File: src/rtl/keypad_matrix_scanner_pkg.sv
// Shared definitions for the keypad matrix scanner: FSM encoding and key-code sizing.
package keypad_matrix_scanner_pkg;

   typedef enum logic [1:0] {
      SCAN  = 2'd0,
      CHECK = 2'd1,
      EMIT  = 2'd2
   } state_e;

   // Key-code width; a one- or two-key matrix still needs one code bit.
   function automatic int kw_f(input int n);
      return (n <= 2) ? 1 : $clog2(n);
   endfunction

   // Event word layout is {release, code}, release in the MSB.
   function automatic int evt_w_f(input int n);
      return kw_f(n) + 1;
   endfunction

endpackage

File: src/rtl/keypad_matrix_scanner_event_fifo.sv
// First-word fall-through event FIFO; a push into a full FIFO is accepted only
// when the head is popped in the same cycle, otherwise it is dropped.
module keypad_event_fifo #(
   parameter int WIDTH = 5,
   parameter int DEPTH = 8
) (
   input  logic             clk,
   input  logic             clear,
   input  logic             push,
   input  logic [WIDTH-1:0] din,
   input  logic             pop,
   output logic [WIDTH-1:0] dout,
   output logic             valid,
   output logic             full,
   output logic             drop
);
   localparam int AW = (DEPTH > 1) ? $clog2(DEPTH) : 1;

   logic [WIDTH-1:0] mem_q [DEPTH];
   logic [AW-1:0]    wr_q;
   logic [AW-1:0]    rd_q;
   logic [AW:0]      cnt_q;
   logic [AW:0]      cnt_d;
   logic             do_pop;
   logic             do_push;

   assign valid   = (cnt_q != '0);
   assign full    = (cnt_q == (AW+1)'(DEPTH));
   assign do_pop  = pop && valid;
   assign do_push = push && (!full || do_pop);
   assign drop    = push && !do_push;
   assign dout    = mem_q[rd_q];

   always_comb begin
      cnt_d = cnt_q;
      case ({do_push, do_pop})
         2'b10:   cnt_d = cnt_q + 1'b1;
         2'b01:   cnt_d = cnt_q - 1'b1;
         default: cnt_d = cnt_q;
      endcase
   end

   always_ff @(posedge clk or negedge clear) begin
      if (!clear) begin
         wr_q  <= '0;
         rd_q  <= '0;
         cnt_q <= '0;
      end else begin
         if (do_push) wr_q <= wr_q + 1'b1;
         if (do_pop)  rd_q <= rd_q + 1'b1;
         cnt_q <= cnt_d;
      end
   end

   // Storage needs no reset: the pointers alone define what is live.
   always_ff @(posedge clk) begin
      if (do_push) mem_q[wr_q] <= din;
   end

endmodule

File: src/rtl/keypad_matrix_scanner.sv
// Matrix keypad scanner: clock-enabled column scan, whole-frame debounce and an
// ascending-code press/release walk feeding the event FIFO.
module keypad_matrix_scanner
   import keypad_matrix_scanner_pkg::*;
#(
   parameter int ROWS       = 3,
   parameter int COLS       = 3,
   parameter int SCAN_DIV   = 5000,
   parameter int DEB_FRAMES = 3,
   parameter int FIFO_DEPTH = 8,
   localparam int N         = ROWS * COLS,
   localparam int KW        = kw_f(N)
) (
   input  logic            clk,
   input  logic            clear,
   input  logic [ROWS-1:0] row_n,
   output logic [COLS-1:0] col_n,
   output logic            evt_valid,
   input  logic            evt_ready,
   output logic [KW-1:0]   evt_code,
   output logic            evt_release,
   output logic            overflow,
   input  logic            clr_overflow,
   output logic [N-1:0]    key_state,
   output logic            any_key,
   output state_e          dbg_state_o
);
   localparam int DW = $clog2(SCAN_DIV);
   localparam int CW = (COLS > 1) ? $clog2(COLS) : 1;
   localparam int SW = $clog2(DEB_FRAMES + 1);

   logic [ROWS-1:0] row_s1_q, row_s2_q, rows_act;
   logic [DW-1:0]   div_q, div_d;
   logic [CW-1:0]   col_q, col_d;
   logic [COLS-1:0] col_n_q, col_n_d;
   logic [N-1:0]    snap_q, snap_d, prev_q, prev_d;
   logic [N-1:0]    pending_q, pending_d, key_q, key_d;
   logic [SW-1:0]   stable_q, stable_d;
   logic [KW-1:0]   idx_q, idx_d;
   state_e          state_q, state_d;
   logic            ovf_q, ovf_d;
   logic            tick, last_col;
   logic            push, pop, fifo_valid, fifo_drop, full_unused;
   logic [KW:0]     push_data, head;

   assign rows_act = ~row_s2_q;
   assign tick     = (div_q == DW'(SCAN_DIV - 1));
   assign last_col = (col_q == CW'(COLS - 1));

   always_comb begin
      div_d   = tick ? '0 : div_q + 1'b1;
      col_d   = col_q;
      snap_d  = snap_q;
      col_n_d = '1;
      if (tick) begin
         for (int c = 0; c < COLS; c++) begin
            if (col_q == CW'(c)) snap_d[c*ROWS +: ROWS] = rows_act;
         end
         col_d = last_col ? '0 : col_q + 1'b1;
      end
      // Register the pin drive so the column moves exactly one cycle after tick.
      for (int c = 0; c < COLS; c++) col_n_d[c] = (col_d != CW'(c));
   end

   always_comb begin
      state_d   = state_q;
      stable_d  = stable_q;
      prev_d    = prev_q;
      pending_d = pending_q;
      idx_d     = idx_q;
      key_d     = key_q;
      push      = 1'b0;
      push_data = '0;
      case (state_q)
         SCAN: begin
            if (tick && last_col) state_d = CHECK;
         end
         CHECK: begin
            if (snap_q == prev_q)
               stable_d = (stable_q == SW'(DEB_FRAMES)) ? stable_q : stable_q + 1'b1;
            else
               stable_d = SW'(1);
            prev_d = snap_q;
            if ((stable_d >= SW'(DEB_FRAMES)) && (snap_q != key_q)) begin
               state_d   = EMIT;
               idx_d     = '0;
               pending_d = snap_q;
            end else begin
               state_d = SCAN;
            end
         end
         EMIT: begin
            if (pending_q[idx_q] != key_q[idx_q]) begin
               push         = 1'b1;
               push_data    = {key_q[idx_q], idx_q};
               key_d[idx_q] = pending_q[idx_q];
            end
            if (idx_q == KW'(N - 1)) state_d = SCAN;
            else                     idx_d   = idx_q + 1'b1;
         end
         default: state_d = SCAN;
      endcase
   end

   // A drop outranks a simultaneous clear so no lost event goes unreported.
   assign ovf_d = fifo_drop ? 1'b1 : (clr_overflow ? 1'b0 : ovf_q);

   always_ff @(posedge clk or negedge clear) begin
      if (!clear) begin
         row_s1_q  <= '1;
         row_s2_q  <= '1;
         div_q     <= '0;
         col_q     <= '0;
         col_n_q   <= ~COLS'(1);
         snap_q    <= '0;
         prev_q    <= '0;
         pending_q <= '0;
         key_q     <= '0;
         stable_q  <= '0;
         idx_q     <= '0;
         state_q   <= SCAN;
         ovf_q     <= 1'b0;
      end else begin
         row_s1_q  <= row_n;
         row_s2_q  <= row_s1_q;
         div_q     <= div_d;
         col_q     <= col_d;
         col_n_q   <= col_n_d;
         snap_q    <= snap_d;
         prev_q    <= prev_d;
         pending_q <= pending_d;
         key_q     <= key_d;
         stable_q  <= stable_d;
         idx_q     <= idx_d;
         state_q   <= state_d;
         ovf_q     <= ovf_d;
      end
   end

   assign pop = fifo_valid && evt_ready;

   keypad_event_fifo #(
      .WIDTH (KW + 1),
      .DEPTH (FIFO_DEPTH)
   ) u_fifo (
      .clk   (clk),
      .clear (clear),
      .push  (push),
      .din   (push_data),
      .pop   (pop),
      .dout  (head),
      .valid (fifo_valid),
      .full  (full_unused),
      .drop  (fifo_drop)
   );

   assign col_n       = col_n_q;
   assign evt_valid   = fifo_valid;
   assign evt_release = head[KW];
   assign evt_code    = head[KW-1:0];
   assign overflow    = ovf_q;
   assign key_state   = key_q;
   assign any_key     = |key_q;
   assign dbg_state_o = state_q;

endmodule

File: config.mk
export PLATFORM = sky130hd
export DESIGN_NAME = keypad_matrix_scanner
export DESIGN_NICKNAME = d
export VERILOG_FILES = /design/src/rtl/keypad_matrix_scanner_pkg.sv /design/src/rtl/keypad_matrix_scanner_event_fifo.sv /design/src/rtl/keypad_matrix_scanner.sv
export SDC_FILE = /design/constraint.sdc
export NUM_CORES = 1
export LEC_CHECK = 0
export CAP_MARGIN = 20
export CORE_MARGIN = 4
export CORE_UTILIZATION = 45
export DETAILED_ROUTE_END_ITERATION = 8
export PLACE_DENSITY = 0.67
export RECOVER_POWER = 100
export SYNTH_ARGS = -nofsm -noshare
export SYNTH_HDL_FRONTEND = slang
export SYNTH_SLANG_ARGS = --single-unit
File: constraint.sdc
create_clock -name clk -period 4.75 [get_ports clk]
set_clock_uncertainty 0.1 [all_clocks]
set_input_delay 0.95 -clock clk [delete_from_list [all_inputs] [get_ports clk]]
set_output_delay 0.95 -clock clk [all_outputs]
set_load 0.02 [all_outputs]
==> summary.md <==
| Metric | Value |
|---|---|
| Register area share after synthesis | 60.3% |
| Routed wire length per instance | 16.5 um |
| Routed met2 length | 4800 um |
| Tmin final | 3.87 ns |
| Synth cell types | 46 |
| DRC Markers | 0 |
| Yosys warning count | 0 |
| Max rail drop VDD | 269 uV |
| Crit path DAT | 3.80 ns |
| Met3 WL | 350 um |
| Compound-Gate Fraction of Synth Area | 4.10% |
| Clock power share | 52.8% |
| Startpoint Class | flip-flop |
| Width of the die | 116 um |
| Max-Cap Viols | 2 |
| XOR/XNOR Fraction of Synth Area | 5.80% |
| Site Rows | 39 |
| Reg clk slew, reported paths | 0.05 ns |
| Starting Density | 46.1% |
| Ys async rst share | 66.4% |
| Via count | 3122 |
| Ant diodes | 0 |
| Top_reg_cell synth | dfrtp_1 |
| Slew @ Worst Pin | 1.95 ns |
| I/O pin count | 29 |
| Peak Freq | 258 MHz |
| Simple-Gate Fraction of Synth Area | 11.8% |
| IO buf count | 28 |
| CTS tree | yes |
| Number of violations reported at the end of detailed-routing iteration 0 | 155 |
| Worst endpoint required time | 4.68 ns |
| DPL Wire Length | 6700 um |
| Worst Setup End Kind | flip-flop |
| Die Y | 116 um |
| Largest net degree at the start of global routing | 80 |
| Drt total wl | 9760 um |
| Area growth, synth to finish | 17.3% |
| CP Max Fanout | 13 |
| Vias in the first global route | 3216 |
| TritonRoute pass-1 iters | 4 |
| Crit path kind | reg -> reg |
| Worst hold path class | reg -> reg |
| Setup_tns | 0 ns |
| Resize count post-CTS | 0 |
| Hold Buf Count CTS | 0 |
| PwrDens | 369 mW/mm2 |
| Max Used Layer | met4 |
| Area of the die | 0.0135 mm2 |
| Synth Area per Inst | 13.3 um2 |
| Multiplexer area fraction after synthesis | 13.1% |
| H-tree levels | 4 |
| RSZ-0062 raised after global routing | false |
| Maximum clock path buffer count | 2 |
| Core area | 0.0115 mm2 |
| Final cycle utilization of the critical path | 81.5% |
| Synth Instances | 398 |
| Post-CTS Setup Inserts | 0 |
| Setup Viol. Count Final | 0 |
| Clk_lat worst skew | 0.41 ns |
| Number of synthesized flops with an enable pin | 40 |
| Nets | 452 |
| Largest family of logic cells by synthesized area | multiplexers |
| Pins Over Slew Limit | 94 |
| Static Leak | 2.72 nW |
| Slew margin rel. | -29.7% |
| Clock sink count | 119 |
| Layout cell share with drive strength beyond 1 | 17.9% |
| First-pass GRT wire length | 16500 um |
| Failing checks | capacitance limit, slew limit |
| Final Hold Fails | 0 |
| Outcome | finished with violations |
| Inserted Clock Buffers | 17 |
| Vias per Instance | 5.29 |
| Hold Slack | 0.253 ns |
| GP Congestion | 0.813 |
| Root Buffer | clkbuf_16 |
| Fillers | 950 |
| Flops & latches, synth | 119 |
| Post-DRT Antenna Nets | 0 |
| Wl on met1 | 4510 um |
| Sequential Power Share | 46.5% |
| FF+latch area | 0.00319 mm2 |
| Sw frac | 19.0% |
| GR Overflow Total | 0 |
| Initial antenna violation count | 0 |
| Gate power share | 0.7% |
| GR Util All Layers | 16.2% |
| Adder-cell share of the synthesized area | 2.75% |
| Multi-input gate area | 0.00194 mm2 |
| Syn Nets | 416 |
| Sw Pwr | 0.434 mW |
| P_int | 1.85 mW |
| Mapped Area | 0.00528 mm2 |
per-stage QoR:
stage | power, mW | util [%] | worst slack (ns) | std cells | cell area (um2)
after floorplan | 1.08 | - | 1.55 | 398 | 5280
after global placement | 1.10 | 49.5 | 1.34 | 558 | 5680
after detailed placement | 1.10 | 49.5 | 1.16 | 558 | 5680
after CTS | 2.32 | 54.5 | 1.01 | 590 | 6250
after global routing | 2.37 | 54.1 | 0.499 | 590 | 6200
final | 2.29 | 54.1 | 0.879 | 590 | 6200
cells by family (layout without fill, tap and decap cells):
| group | Yosys count | after routing |
|---|---|---|
| flops | 119 | 119 |
| compound gates | 38 | 38 |
| simple gates | 125 | 125 |
| mux | 48 | 48 |
| fa+ha+maj | 11 | 11 |
| xor+xnor | 35 | 35 |
| buf+inv | 22 | 71 |
placed cells by master (no fill, tap or decap), types with 3 or more instances in the layout:
cell type	synthesis	routed
nor2b_1	5	5
mux2_2	26	26
dfstp_2	8	8
edfxtp_1	40	40
dlygate4sd3_1	0	26
o21ai_0	12	13
nand3_1	13	13
clkinv_2	0	5
nand2b_1	5	5
mux4_2	12	12
ha_1	10	10
xnor2_1	21	21
clkbuf_16	0	18
inv_1	10	10
clkbuf_8	0	3
nor3_1	9	9
nor4_1	2	3
a21o_1	3	3
xor2_1	14	14
a21oi_1	16	17
mux2_1	0	6
dfrtp_1	71	71
nor2_1	32	32
mux2i_1	4	4
and2_0	0	4
nand2_1	39	39
clkbuf_1	7	4
area by class of cell:
class | count | area share [%]
Sequential cell | 119 | 51.4
Multi-Input combinational cell | 257 | 31.3
Clock buffer | 24 | 8.11
Timing Repair Buffer | 29 | 4.50
Tap cell | 143 | 2.89
Clock inverter | 8 | 1.11
Inverter | 10 | 0.606
metal layers:
layer  global-route usage (%)  up-vias
met5                        0        -
met4                     5.57        0
met3                     5.13        9
met2                     26.0       56
met1                     20.8     1567
li1                         -     1490
final timing paths:
check | slack (ns) | cells after the start | from | endpoint
min in group asynchronous | 0.97 | 1 | clear | prev_q[5]
worst min-delay path | 0.25 | 0 | row_s1_q[0] | row_s2_q[0]
worst min register to register | 0.25 | 0 | row_s1_q[0] | row_s2_q[0]
worst max-delay path | 0.88 | 9 | idx_q[2] | u_fifo.mem_q[1][4]
max in group asynchronous | 2.41 | 1 | clear | u_fifo.rd_q[0]
worst max register to register | 0.88 | 9 | idx_q[2] | u_fifo.mem_q[1][4]
cell usage after synthesis, drive strengths merged (5+ instances only):
library cell	number	area share, %
and2	5	0.62
ha	10	2.4
dfstp	8	4.0
nand2b	5	0.59
clkbuf	7	0.50
nand2	39	2.8
mux4	12	5.1
o21ai	13	1.2
xnor2	21	3.5
nor2b	5	0.59
a21oi	17	1.7
nor2	32	2.3
nor3	9	0.85
dfrtp	71	34
mux2	32	7.2
nand3	13	1.2
xor2	14	2.3
edfxtp	40	23
inv	10	0.71
buf	5	0.85
worst max-delay path: stages (launching register included):
cell and delay (ns):
dfrtp_1 0.63, mux4_2 0.29, a21oi_1 0.06, o21ai_0 0.70, inv_1 0.11, ha_1 0.33, nor2b_1 0.24, and2_0 0.31
nand2_1 0.17, nor3_1 0.56
power by group through the flow:
stage / Clock (mW) / Combinational, mW / Sequential (mW)
2_1_floorplan: 0 / 0.000197 / 1.08
3_3_place_gp: 0 / 0.0183 / 1.08
3_5_place_dp: 0 / 0.0186 / 1.08
4_1_cts: 1.24 / 0.0186 / 1.06
5_1_grt: 1.29 / 0.0196 / 1.06
6_report: 1.21 / 0.0165 / 1.06
sequential cells by signal, summed over array words and instances, names as in the netlist, 4 cells and up:
signal	flops
key_state	9
pending_q	9
snap_q	9
div_q	13
u_fifo.mem_q	40
prev_q	9
idx_q	4
u_fifo.cnt_q	4
No activity file was read; power rests on OpenSTA's default activity.
==> patch 1, RTL diff (same flow settings) <==
Take the reset off `pending_q` and `key_q` and load them in a clocked block of their own.
--- a/src/rtl/keypad_matrix_scanner.sv
+++ b/src/rtl/keypad_matrix_scanner.sv
@@ -115,6 +115,4 @@
          snap_q    <= '0;
          prev_q    <= '0;
-         pending_q <= '0;
-         key_q     <= '0;
          stable_q  <= '0;
          idx_q     <= '0;
@@ -129,6 +127,4 @@
          snap_q    <= snap_d;
          prev_q    <= prev_d;
-         pending_q <= pending_d;
-         key_q     <= key_d;
          stable_q  <= stable_d;
          idx_q     <= idx_d;
@@ -136,4 +132,9 @@
          ovf_q     <= ovf_d;
       end
+   end
+
+   always_ff @(posedge clk) begin
+      pending_q <= pending_d;
+      key_q     <= key_d;
    end
 
Check against the original RTL: no difference found for any inputs over 10 cycles, from zero or initial values; that may be too few to reach the edited logic, so the function may still have changed.
==> patch 1 against the unedited design <==
The flow still finishes with violations (capacitance limit, slew limit); die area up 1.3%; area after synthesis up 1.4%; global-route usage up 0.61 points; worst setup slack worse by 0.034 ns; routed wire length up 2.6%; sequential cell count unchanged; cell area up 2.4%; critical path type unchanged; highest routed layer unchanged.
Power is not compared: it rests on default switching activity, and its combinational part moved more than twofold at a synthesized area within 25%.
==> patch 1: results (changes against the unedited design) <==
| Metric | Value |
|---|---|
| Met3 Track Usage GR | `5.19% (+0.063 points)` |
| R2R depth | `8 (-1)` |
| Synth area leaders | `edfxtp_1 (33%), dfrtp_1 (25%), mux4_2 (5.0%)` |
| Worst Hold Launch | `row_s1_q[2]$_DFF_PN1_` |
| Top_reg_cell synth | `edfxtp_1` |
| Vias per cell | `5.43 (+2.6%)` |
| Worst r2r src | `idx_q[0]$_DFFE_PN0P_` |
| Worst-Skew Late Latency | `0.40 ns` |
| Met3 wire len | `440 um (+26%)` |
| Crit Path Max Fanout | `10 (-3)` |
| Post-synth top cells | `edfxtp_1 (58), dfrtp_1 (53), xor2_1 (21)` |
| Critical path arrival | `3.83 ns (+0.03 ns)` |
| Worst hold slack | `0.254 ns (+0.000890 ns)` |
| Met2 Routed Length | `5260 um (+9.6%)` |
| DR iter-0 viols | `216 (+39%)` |
| Mapped Cells | `385 (-3.3%)` |
| Total GRT Usage | `16.8% (+0.61 points)` |
| Tightest Pin Transition | `2.26 ns (+0.314 ns)` |
| Bufs w/o clock | `29 (unchanged)` |
| First-pass GRT wire length | `17100 um (+3.6%)` |
| Reg2Reg Setup Slack | `0.85 ns (-0.03 ns)` |
| Inverters | `20 (+10)` |
| Fraction of area in multi-input gates | `30.0% (-1.4 points)` |
| Routed WL | `10000 um (+2.6%)` |
| GP Congestion | `0.836 (+2.8%)` |
| Fraction of registers with async set/reset | `51.3% (-15 points)` |
| Violated checks | `capacitance limit, slew limit` |
| Sequential cell area | `3280 um^2 (+2.8%)` |
| Post-synthesis sequential area ratio | `61.2% (+0.86 points)` |
| Initial antenna violation count | `0 (unchanged)` |
| Outcome | `finished, violations left` |
| Nets | `440 (-2.7%)` |
| Met2 Usage GRT | `28.3% (+2.3 points)` |
| ClkCell Share | `10.0% (+0.77 points)` |
| Placed Cells incl. Taps | `546 (-2.2%)` |
| Detailed placement HPWL | `7040 um (+5.1%)` |
| Max-cap violations | `3 (+1)` |
| Largest net degree at the start of global routing | `32 (-60%)` |
| Number of synthesized flops with an enable pin | `58 (+45%)` |
| Comb_multi_in | `235 (-8.6%)` |
| Max-slew violations | `80 (-15%)` |
| Synth unique cells | `53 (+15%)` |
| Fill cell count | `963 (+1.4%)` |
| RR Endpoint | `u_fifo.mem_q[4][3]$_DFFE_PP_` |
| CP max stage cell | `nor3_1` |
| Share of post-route cells with drive strength above 1 | `15.6% (-2.3 points)` |
| Layout clock buffers | `17 (-29%)` |
| Number of global-route vias before repair | `3298 (+2.5%)` |
| Signal buf overhead | `4.38% (-0.12 points)` |
| Post-Syn Nets | `403 (-3.1%)` |
| End point of the worst hold path | `row_s2_q[2]$_DFF_PN1_` |
| WL/cell | `17.3 um (+4.8%)` |
| M1 GR Usage | `20.1% (-0.69 points)` |
| WL met1 | `4110 um (-8.7%)` |
## patch 1: worst max-delay path: cells and delay by family, from the launching register on
kind	cells	cell delay, ns
and+or+nand+nor	3	1.22
AOI/OAI and AO/OA	3	0.86
DFF	1	0.56
muxes	1	0.55
adders and majority gates	1	0.24
## patch 1: where the power goes
part           internal, W  switching (W)
sequential         0.00111      0.0000827
combinational     0.000111      0.0000708
clock             0.000922       0.000430
## patch 1: kinds of logic after synthesis
family | count (synthesis) | share of synthesized area [%]
adders and majority gates | 11 | 2.71
DFF | 119 | 61.2
muxes | 44 | 11.4
and+or+nand+nor | 113 | 12.0
AOI/OAI and AO/OA | 30 | 4.37
xor gates and xnor gates | 37 | 6.05
buffers and inverters | 31 | 2.27
## patch 1: metrics by stage
step / setup slack, ns / instance area, um^2
6_report: 0.846 / 6350
5_1_grt: 0.529 / 6350
4_1_cts: 1.00 / 6410
3_5_place_dp: 1.06 / 5770
3_3_place_gp: 1.17 / 5770
2_1_floorplan: 1.26 / 5360
==> patch 2, RTL diff (same flow settings) <==
Made on the original files. Set the parameter `DEB_FRAMES` to 2 (it was 3).
--- a/src/rtl/keypad_matrix_scanner.sv
+++ b/src/rtl/keypad_matrix_scanner.sv
@@ -7,5 +7,5 @@
    parameter int COLS       = 3,
    parameter int SCAN_DIV   = 5000,
-   parameter int DEB_FRAMES = 3,
+   parameter int DEB_FRAMES = 2,
    parameter int FIFO_DEPTH = 8,
    localparam int N         = ROWS * COLS,
Check against the original RTL: no difference found for any inputs over 10 cycles, from zero or initial values; that may be too few to reach the edited logic, so the function may still have changed.
==> patch 2 against the unedited design <==
Critical path type unchanged; worst setup slack worse by 0.27 ns; sequential cell count stayed put; cell area rose by 0.63%; critical path depth is the same; routed wire length up 6.0%; the flow still finishes with violations (capacitance limit, slew limit); area after synthesis is 0.14% lower; count of clock-buffer cells in the layout is 2 lower; die area is 0.14% lower.
Power is not compared: it rests on default switching activity, and its combinational part moved more than twofold at a synthesized area within 25%.
==> patch 2: results (changes against the unedited design) <==
| Metric | Value |
|---|---|
| Top cell type's share of synthesized area | `33.7% (+0.048 points)` |
| DR iter-0 viols | `100 (-35%)` |
| Max-cap violations | `2 (unchanged)` |
| Met2 Routed Length | `5180 um (+7.9%)` |
| Multiplexer share of the synthesized area | `13.5% (+0.37 points)` |
| WL/cell | `17.6 um (+6.6%)` |
| M1 GR Usage | `21.9% (+1.1 points)` |
| Nets | `450 (-0.44%)` |
| Synth Area in XOR/XNOR | `5.81% (+0.0083 points)` |
| WL met1 | `4630 um (+2.7%)` |
| Vias | `3219 (+3.1%)` |
| Violated checks | `capacitance limit, slew limit` |
| Total GRT Usage | `17.1% (+0.90 points)` |
| Post-Syn Nets | `412 (-0.96%)` |
| Worst hold slack | `0.255 ns (+0.00224 ns)` |
| CP max stage cell | `nor4_1` |
| Setup crit end | `u_fifo.mem_q[0][0]$_DFFE_PP_` |
| Dpl cell area | `5680 um^2 (+0.13%)` |
| Met3 wire len | `431 um (+23%)` |
| Share of post-route cells with drive strength above 1 | `20.5% (+2.6 points)` |
| Max-slew violations | `84 (-11%)` |
| Met3 Track Usage GR | `5.34% (+0.21 points)` |
| End point of the worst hold path | `row_s2_q[2]$_DFF_PN1_` |
| Post-synthesis sequential area ratio | `60.4% (+0.086 points)` |
| Outcome | `finished, violations left` |
| Detailed placement HPWL | `7060 um (+5.5%)` |
| Number of global-route vias before repair | `3345 (+4.0%)` |
| CP max stage delay | `0.82 ns (+0.12 ns)` |
| Worst Hold Launch | `row_s1_q[2]$_DFF_PN1_` |
==> patch 2: cell type report <==
type	count	area [um^2]
inverters	12	45.0
clock buffers	22	505
clock inverters	10	65.1
flip-flops and latches	119	3190
fillers	967	5230
well taps	143	179
repair buffers	29	279
multi-input cells	252	1980
==> patch 2: logic make-up (layout without fill, tap and decap cells) <==
family	count (synthesis)	in the layout
XOR/XNOR	35	35
buffers and inverters	22	73
flip-flops	119	119
multiplexers	52	52
AO/OA/AOI/OAI	39	39
AND/OR/NAND/NOR	114	114
adder cells (fa/ha/maj)	12	12
==> patch 2: power by group <==
part | internal, W | total (W) | switching, W
combinational | 0.000112 | 0.000186 | 0.0000739
clock | 0.000751 | 0.00120 | 0.000450
sequential | 0.00109 | 0.00117 | 0.0000803
total | 0.00196 | 0.00256 | 0.000604
==> patch 2: per-stage QoR <==
step,instances,worst slack [ns]
floorplan,393,1.40
global placement,554,0.912
detailed placement,554,0.631
CTS,586,0.608
global route,587,0.163
finish,587,0.609
